## src/rtl/ram_access_arbiter.sv

```systemverilog
// ram_access_arbiter: shares one single-port RAM between port A (core) and port B (loader) with bounded-burst fairness
// Ports: Clock/Reset (async, active-low); per port P in {A,B}: iReqP/iWeP/iAddrP/iDataP in,
//   oGntP (accepted this cycle), oValidP/oDataP (read result one cycle after a read grant);
//   oRamWriteEnable/oRamAddress/oRamDataIn drive the RAM, iRamDataOut is its registered output;
//   oBusy flags a grant this cycle.
module ram_access_arbiter #(
  parameter int DATA_WIDTH = 8,
  parameter int ADDR_WIDTH = 10,
  parameter int MAX_BURST  = 4
) (
  input  logic                  Clock,
  input  logic                  Reset,
  input  logic                  iReqA,
  input  logic                  iWeA,
  input  logic [ADDR_WIDTH-1:0] iAddrA,
  input  logic [DATA_WIDTH-1:0] iDataA,
  output logic                  oGntA,
  output logic                  oValidA,
  output logic [DATA_WIDTH-1:0] oDataA,
  input  logic                  iReqB,
  input  logic                  iWeB,
  input  logic [ADDR_WIDTH-1:0] iAddrB,
  input  logic [DATA_WIDTH-1:0] iDataB,
  output logic                  oGntB,
  output logic                  oValidB,
  output logic [DATA_WIDTH-1:0] oDataB,
  output logic                  oRamWriteEnable,
  output logic [ADDR_WIDTH-1:0] oRamAddress,
  output logic [DATA_WIDTH-1:0] oRamDataIn,
  input  logic [DATA_WIDTH-1:0] iRamDataOut,
  output logic                  oBusy
);
  localparam logic [3:0] MAXB = 4'(MAX_BURST);
  typedef enum logic [1:0] {OWN_NONE, OWN_A, OWN_B} own_t;
  own_t       owner_q, owner_d;
  logic       last_b_q, last_b_d;
  logic [3:0] burst_q, burst_d;
  logic       valid_a_q, valid_a_d, valid_b_q, valid_b_d;
  logic       gnt_a, gnt_b;
  always_ff @(posedge Clock or negedge Reset)
    if (!Reset) begin
      owner_q   <= OWN_NONE;
      last_b_q  <= 1'b1;
      burst_q   <= '0;
      valid_a_q <= 1'b0;
      valid_b_q <= 1'b0;
    end else begin
      owner_q   <= owner_d;
      last_b_q  <= last_b_d;
      burst_q   <= burst_d;
      valid_a_q <= valid_a_d;
      valid_b_q <= valid_b_d;
    end
  // On contention: the current owner keeps the RAM until its burst saturates;
  // with no owner the port not served last wins.
  always_comb begin
    gnt_a     = iReqA & (!iReqB | (owner_q == OWN_A ? burst_q < MAXB :
                                   owner_q == OWN_B ? burst_q == MAXB : last_b_q));
    gnt_b     = iReqB & !gnt_a;
    owner_d   = gnt_a ? OWN_A : gnt_b ? OWN_B : OWN_NONE;
    burst_d   = !(gnt_a | gnt_b) ? 4'd0 : owner_d != owner_q ? 4'd1 :
                burst_q == MAXB ? MAXB : burst_q + 4'd1;
    last_b_d  = gnt_a ? 1'b0 : gnt_b ? 1'b1 : last_b_q;
    valid_a_d = gnt_a & !iWeA;
    valid_b_d = gnt_b & !iWeB;
  end
  always_comb begin
    oGntA           = gnt_a;
    oGntB           = gnt_b;
    oBusy           = gnt_a | gnt_b;
    oRamWriteEnable = gnt_a ? iWeA : gnt_b ? iWeB : 1'b0;
    oRamAddress     = gnt_a ? iAddrA : gnt_b ? iAddrB : '0;
    oRamDataIn      = gnt_a ? iDataA : gnt_b ? iDataB : '0;
    oValidA         = valid_a_q;
    oValidB         = valid_b_q;
    oDataA          = iRamDataOut;
    oDataB          = iRamDataOut;
  end
endmodule

```

## config.mk

```make
export PLATFORM = sky130hd
export DESIGN_NAME = ram_access_arbiter
export DESIGN_NICKNAME = d
export VERILOG_FILES = /design/src/rtl/ram_access_arbiter.sv
export SDC_FILE = /design/constraint.sdc
export NUM_CORES = 1
export LEC_CHECK = 0
export BUFFER_PORTS_ARGS = -buffer_cell sky130_fd_sc_hd__buf_2
export CORE_UTILIZATION = 33
export CTS_CLUSTER_SIZE = 16
export DETAILED_ROUTE_END_ITERATION = 12
export PLACE_DENSITY = 0.76
export RECOVER_POWER = 50
export SKIP_CTS_REPAIR_TIMING = 1
export SYNTH_ARGS = -nofsm -noshare
export SYNTH_HDL_FRONTEND = slang
export SYNTH_SLANG_ARGS = --single-unit
export TNS_END_PERCENT = 50
```

## constraint.sdc

```tcl
create_clock -name Clock -period 2.1 [get_ports Clock]
set_input_delay 0.315 -clock Clock [delete_from_list [all_inputs] [get_ports Clock]]
set_output_delay 0.315 -clock Clock [all_outputs]
set_load 0.01 [all_outputs]
```

# Word level (Yosys, flattened, before mapping)
# Cells that the tools add are included.
# W data, S select, Z words.
# totals
regBits	9
latch_bits	0
ramBits	0
romBits	0
in_bits	50
out_inout_bits	40
elab_cells	37
memories	0
# classes
n_addsub	1
multipliers	0
div_mod_pow	0
magnitude_cmp	1
eq_ne	4
shift	0
muxes	15
bitwise	6
n_reduce_logical	5
# op_table
cell	n
$mux W10	2
$mux W8	2
$mux W4	3
$mux W1	6
$add A4 B1 Y4 const B	1
$and A1 B1 Y1	4
$eq A4 B3 Y1 const B	1
$logic_not A1 Y1	4
$lt A4 B3 Y1 const B	1
$mux W2	2
$eq A2 B1 Y1 const B	1
$eq A2 B2 Y1 const B	1
$ne A2 B2 Y1	1
$or A1 B1 Y1	2
$reduce_bool A2 Y1	1

# Longest topological paths before layout
# Gate-level depths: netlist of run 1.
# logic_depth
word_depth	12
depth_mapped	7
mapped_depth_nobuf	6

# Least setup slack after synthesis of run 1
# No wires, ideal clock.
# synth_timing
kind	register -> output
startpoint	reg burst_q[0]
endpoint	out oRamAddress[0]
arrival_ns	1.981
slack_ns	-0.196
path_stages_with_launch	8
cell_sequence	dfrtp_1 inv_1 ha_1 and4b_1 o211a_4 a311oi_4 buf_6 mux2i_1
# synth_via
elab_chain_len	9
# synth_lines
item	line	rtl
from (decl)	37	logic [3:0] burst_q, burst_d;
from (signal assigned)	50	burst_q <= burst_d;
branches (longest 2 deep; another with $lt A4 B3 Y1)	-	
$mux W1 *	57	gnt_a = iReqA & (!iReqB | (owner_q == OWN_A ? burst_q < MAXB :
$or A1 B1 Y1 *	57	
$and A1 B1 Y1 *	57	
$logic_not A1 Y1	59	gnt_b = iReqB & !gnt_a;
$and A1 B1 Y1	59	
$mux W10	72	oRamAddress = gnt_a ? iAddrA : gnt_b ? iAddrB : '0;
$mux W10 *	72	
to (decl)	28	output logic [ADDR_WIDTH-1:0] oRamAddress,
# Mark *: on every way between the ends.

# Final worst setup path of run 1
# layout_timing
startpoint	reg burst_q[1]
endpoint	out oRamWriteEnable
# layout_via
elab_chain_len	9
# layout_lines
item	line	rtl
branches (longest 2 deep; another with $lt A4 B3 Y1)	-	
$mux W1 *	57	
$or A1 B1 Y1 *	57	
$and A1 B1 Y1 *	57	
$logic_not A1 Y1	59	
$and A1 B1 Y1	59	
$mux W1	71	oRamWriteEnable = gnt_a ? iWeA : gnt_b ? iWeB : 1'b0;
$mux W1 *	71	
to (decl)	27	output logic oRamWriteEnable,
# Marked as above.

==> results of run 1 <==
## cells in the mapped netlist, drive strengths merged
cell,n
a21boi,2
a21oi,2
a221oi,1
a311oi,1
a31oi,1
and2,1
and2b,1
and3b,1
and4b,1
buf,18
clkbuf,2
dfrtp,8
dfstp,1
ha,2
inv,23
mux2i,19
nand2,19
nand3,1
nand4bb,1
nor2,2
nor2b,2
nor3,1
nor3b,1
o211a,1
o21a,1
o21bai,1
o311a,1
or2,1
or2b,1
or4b,1
## final timing paths
path / start / end / slack [ns] / cells past startpoint
max reg2reg: burst_q[1] / oValidB / 0.22 / 9
min in group asynchronous: Reset / burst_q[2] / 0.51 / 2
min reg2reg: last_b_q / last_b_q / 0.56 / 1
max in group asynchronous: Reset / last_b_q / 1.24 / 2
min: iWeA / oValidA / 0.23 / 2
max: burst_q[1] / oRamWriteEnable / -0.39 / 9
## sequential cells by signal, summed over array words and instances (netlist names)
register,count
burst_q,4
oValidA,1
owner_q,2
oValidB,1
last_b_q,1
## cell families after synthesis
logic type               count (synthesis)
AO/OA/AOI/OAI                           11
adder cells (fa/ha/maj)                  2
buffers and inverters                   43
flip-flops                               9
multiplexers                            19
AND/OR/NAND/NOR                         34
## area by class of cell
cell class                      instances  share of cell area
Multi-Input combinational cell         66              0.4255
Clock buffer                            4             0.01759
Sequential cell                         9              0.1516
Timing Repair Buffer                   78              0.3216
Inverter                               23             0.05779
Tap cell                               31             0.02596
## metrics by stage
step,setup TNS (ns),power [mW]
floorplan,-3.160,0.5624
global placement,-1.971,0.6813
detailed placement,-2.358,0.6852
CTS,-8.339,0.8205
global route,-9.561,0.9246
finish,-7.018,0.8642
## per-layer routing
layer | global-route usage | up-vias | part of all wire
li1 | - | 486 | -
met1 | 0.1951 | 411 | 0.39
met2 | 0.2687 | 47 | 0.52
met3 | 0.03721 | 6 | 0.071
met4 | 0.05923 | 0 | 0.011
met5 | 0 | - | 0
## cells in the final DEF (no fill, tap or decap), drive strengths merged
cell type	instances
inv	23
a221oi	1
mux2i	19
a21boi	2
nand3	1
nor2b	2
buf	75
o21a	1
and2	1
dlygate4sd3	1
or4b	1
clkbuf	6
nor3	1
o211a	1
a21oi	2
and4b	1
nor3b	1
a31oi	1
a311oi	1
o21bai	1
or2b	1
and3b	1
dfrtp	8
nand4bb	1
nor2	2
o311a	1
or2	1
and2b	1
ha	2
dfstp	1
nand2	19
## report_power, final
part / switching, mW / internal (mW) / total [mW]
registers: 0.0141 / 0.197 / 0.211
clock network: 0.0613 / 0.0733 / 0.135
logic: 0.224 / 0.294 / 0.518
==> flow_metrics.py, run 1 <==
metrics = {
    "synth": {
        "yosysWarnings": 0,
        "syn-cell-area_um2": 970.9,
        "synthDistinctLibCells": 33,
        "synthXorXnorAreaFrac": 0,
        "yosys.area_share.simple": 0.1894,
        "netlist_instances": 118,
        "synth_mux_area_frac": 0.1959,
        "synth_top_area_frac": 0.2062,
        "syn_nets": 170,
        "synth.avg_cell_area_um2": 8.228,
        "synth_area_leader_cell": "dfrtp_1",
        "synth-compound-area-share": 0.1121,
        "synth_fa_ha_area_frac": 0.02577,
        "yosysSeqAreaShare": 0.2332,
        "synth.ff_latch_count": 9,
        "synth.area.top_cells": "dfrtp_1 (21%), mux2i_1 (20%), buf_4 (12%)",
        "synth_top_family_by_area": "buffers and inverters",
    },
    "setup_path": {
        "worst-path-buf-inv": 4,
        "start_kind": "register",
        "critical_path.max_stage_delay_ns": 0.34,
        "arrival_ns": 2.17,
        "worst-path-max-fanout": 7,
        "worstPathRequired_ns": 1.78,
        "slowest_stage": "dfrtp_1",
        "crit_chain": "inv_1 > ha_2 > and4b_1 > o211a_4 > a311oi_4 > buf_4 > clkbuf_16 > mux2i_1 > buf_2",
        "endpoint_kind": "output pin",
        "critPathTopFamily": "buffers and inverters",
        "critical_path_class": "register to output pin",
    },
    "timing": {
        "setup_viol": 21,
        "hold_viol": 0,
        "drv_slew": 0,
        "tightest_slew_ns": 0.4813,
        "holdWs_ns": 0.2325,
        "rsz0062_at_grt": "true",
        "period_share": 1.185,
        "skew_ns": 0.001095,
        "fmax_ghz": 0.4020,
        "fin_ws_ns": -0.3877,
        "min_period_ns": 2.488,
        "slew_headroom": 0.6791,
    },
    "clock_network": {
        "clk_latency_ns": 0.26,
        "clkTransAtPathRegs_ns": 0.06,
        "cts_tree": "done",
        "cts_sinks": 9,
        "htree_levels": 1,
        "cts_made_buffers": 3,
        "cts-root-buf": "clkbuf_4",
        "cts_max_path_buffers": 2,
    },
    "status": {
        "status": "finished with violations",
        "violations": "setup timing",
    },
    "final_layout": {
        "layout.cells.non_filler": 211,
        "syn_to_final_growth_pct": 53.87,
        "fill_cells": 260,
        "final_core_util": 0.5371,
        "multiInputGateArea_um2": 635.6,
        "design_area_um2": 1494,
        "nets": 233,
        "drive_gt1_frac": 0.5333,
        "diodes": 0,
        "register_area_um2": 226.5,
    },
    "detailed_routing": {
        "routedWlPerCell_um": 11.88,
        "totalWireLength_mm": 2.507,
        "drt-pass1-iter-count": 3,
        "drc": 0,
        "vias": 950,
        "viasPerCell": 4.502,
        "drt_iter0_drc": 25,
        "ant_nets": 0,
    },
    "power": {
        "pwr_density_cell_nw_per_um2": 578.4,
        "ir_drop_mv": 0.4766,
        "p_leak_nw": 0.8408,
    },
    "placement": {
        "gp_congestion": 0.8328,
        "dp_hpwl_mm": 2.030,
        "pre_cts_ws_ns": -0.1487,
        "detailed_place.area_um2": 1393,
        "portBuffers": 65,
        "placed_cells": 203,
    },
    "floorplan": {
        "io_pins": 90,
        "die_w_um": 56.24,
        "core-area_um2": 2781,
        "dieArea_um2": 3163,
        "rows": 19,
        "initial_core_util": 0.3491,
        "chipHeight_um": 56.24,
    },
    "grt": {
        "grt_max_degree": 25,
        "antenna_found_initial": 0,
        "grt_first_pass_wirelength_mm": 4.022,
        "grt_overflow_total": 0,
        "first_global_vias": 878,
        "grt_util_all_layers": 0.1589,
    },
    "run": {
        "cap_violations": 0,
    },
    "min_path": {
        "holdCritPathClass": "primary input to register",
    },
}
No activity file was read; power rests on OpenSTA's default activity.
==> run 2, diff against run 1 <==
--- a/config.mk
+++ b/config.mk
@@ -10,7 +10,6 @@
 export CTS_CLUSTER_SIZE = 16
 export DETAILED_ROUTE_END_ITERATION = 12
 export PLACE_DENSITY = 0.76
-export RECOVER_POWER = 50
 export SKIP_CTS_REPAIR_TIMING = 1
 export SYNTH_ARGS = -nofsm -noshare
 export SYNTH_HDL_FRONTEND = slang
==> run 2 against run 1 <==
Compared with the run above: the flow still finishes with violations (setup timing); final cell count unchanged; first-iteration DRC count unchanged; sequential share of layout area about the same; clock skew unchanged; critical path type unchanged; sequential power about the same; flip-flop and latch count unchanged; wire length up 0.24%; global-route usage unchanged; register-to-register slack about the same; die area unchanged; utilization about the same.
==> flow_metrics.py, run 2 (same netlist as run 1, synthesis figures left out) <==
metrics = {
    "status": {
        "violations": "setup timing",
        "status": "finished with violations",
    },
    "clock_network": {
        "cts_max_path_buffers": 2,
        "clkTransAtPathRegs_ns": 0.06,
        "cts_made_buffers": 3,
        "cts-root-buf": "clkbuf_4",
        "cts_sinks": 9,
        "cts_tree": "done",
        "clk_latency_ns": 0.26,
        "htree_levels": 1,
    },
    "final_layout": {
        "register_area_um2": 226.5,
        "multiInputGateArea_um2": 635.6,
        "final_common_cell": "buf_2",
        "drive_gt1_frac": 0.5389,
        "fill_cells": 259,
        "syn_to_final_growth_pct": 53.99,
        "nets": 233,
        "regMostFlops": "burst_q",
        "final_cell_mix": "buf_2 (62), inv_1 (22), nand2_1 (19)",
        "largest_reg_flops": 4,
        "largestRegisters": "burst_q: 4 flops, owner_q: 2 flops",
        "final_core_util": 0.5376,
        "diodes": 0,
    },
    "power": {
        "pwr_density_cell_nw_per_um2": 578.4,
        "ir_drop_mv": 0.4766,
        "p_leak_nw": 0.8435,
    },
    "grt": {
        "antenna_found_initial": 0,
        "first_global_vias": 878,
        "grt_max_degree": 25,
        "grt_first_pass_wirelength_mm": 4.022,
        "grt_util_all_layers": 0.1589,
        "grt_overflow_total": 0,
    },
    "timing": {
        "holdWs_ns": 0.2325,
        "hold_viol": 0,
        "slew_headroom": 0.7491,
        "rsz0062_at_grt": "true",
        "fmax_ghz": 0.4020,
        "min_period_ns": 2.488,
        "drv_slew": 0,
        "setup_viol": 21,
        "period_share": 1.185,
        "tightest_slew_ns": 0.3755,
        "fin_ws_ns": -0.3877,
        "skew_ns": 0.001095,
    },
    "detailed_routing": {
        "drc": 0,
        "drt-pass1-iter-count": 3,
        "viasPerCell": 4.507,
        "drt_iter0_drc": 25,
        "routedWlPerCell_um": 11.91,
        "totalWireLength_mm": 2.513,
        "ant_nets": 0,
        "vias": 951,
    },
    "floorplan": {
        "dieArea_um2": 3163,
        "chipHeight_um": 56.24,
        "initial_core_util": 0.3491,
        "die_w_um": 56.24,
        "rows": 19,
        "core-area_um2": 2781,
        "io_pins": 90,
    },
    "setup_path": {
        "critical_path_class": "register to output pin",
        "worst-path-max-fanout": 7,
        "worstPathRequired_ns": 1.78,
        "endpoint_kind": "output pin",
        "arrival_ns": 2.17,
        "start_kind": "register",
    },
    "run": {
        "cap_violations": 0,
    },
    "placement": {
        "pre_cts_ws_ns": -0.1487,
        "dp_hpwl_mm": 2.030,
        "gp_congestion": 0.8328,
        "portBuffers": 65,
    },
    "min_path": {
        "holdCritPathClass": "primary input to register",
    },
}
[run 2: stage by stage]
step / total power, mW / setup TNS (ns) / cells / instance area [µm²]
floorplan: 0.5624 / -3.160 / 118 / 1107
global placement: 0.6813 / -1.971 / 203 / 1393
detailed placement: 0.6852 / -2.358 / 203 / 1393
CTS: 0.8205 / -8.339 / 207 / 1419
global route: 0.9248 / -9.561 / 211 / 1495
finish: 0.8647 / -7.018 / 211 / 1495
[run 2: layer usage]
metal | GRT usage | vias to the layer above | routed length [µm]
li1 | - | 486 | -
met1 | 0.1951 | 412 | 991
met2 | 0.2687 | 47 | 1314
met3 | 0.03721 | 6 | 179
met4 | 0.05923 | 0 | 28
met5 | 0 | - | 0
[run 2: critical path: stages, from the launching register on]
cell and delay, ns:
dfrtp_1 0.34, inv_1 0.05, ha_2 0.17, and4b_1 0.18
o211a_4 0.24, a311oi_4 0.22, buf_4 0.18, clkbuf_16 0.17
mux2i_1 0.21, buf_2 0.16
[run 2: layout make-up]
cell class	instances	area share
clock buffers	4	0.01757
inverters	23	0.05774
well taps	31	0.02594
repair buffers	78	0.3222
flip-flops and latches	9	0.1515
multi-input cells	66	0.4251
[run 2: power breakdown]
part	switching, mW	internal (mW)	total (mW)	leakage, nW
Combinational	0.225	0.295	0.519	0.715
Clock	0.0613	0.0733	0.135	0.0150
Sequential	0.0141	0.197	0.211	0.114
[run 2: path summary, 6_finish.rpt]
kind                             from              end  slack, ns  cells after the start
max                        burst_q[1]  oRamWriteEnable      -0.39                      9
min                              iWeA          oValidA       0.23                      2
max reg2reg                burst_q[1]          oValidB       0.22                      9
min reg2reg                  last_b_q         last_b_q       0.56                      1
max in group asynchronous       Reset         last_b_q       1.43                      2
min in group asynchronous       Reset       burst_q[2]       0.42                      2
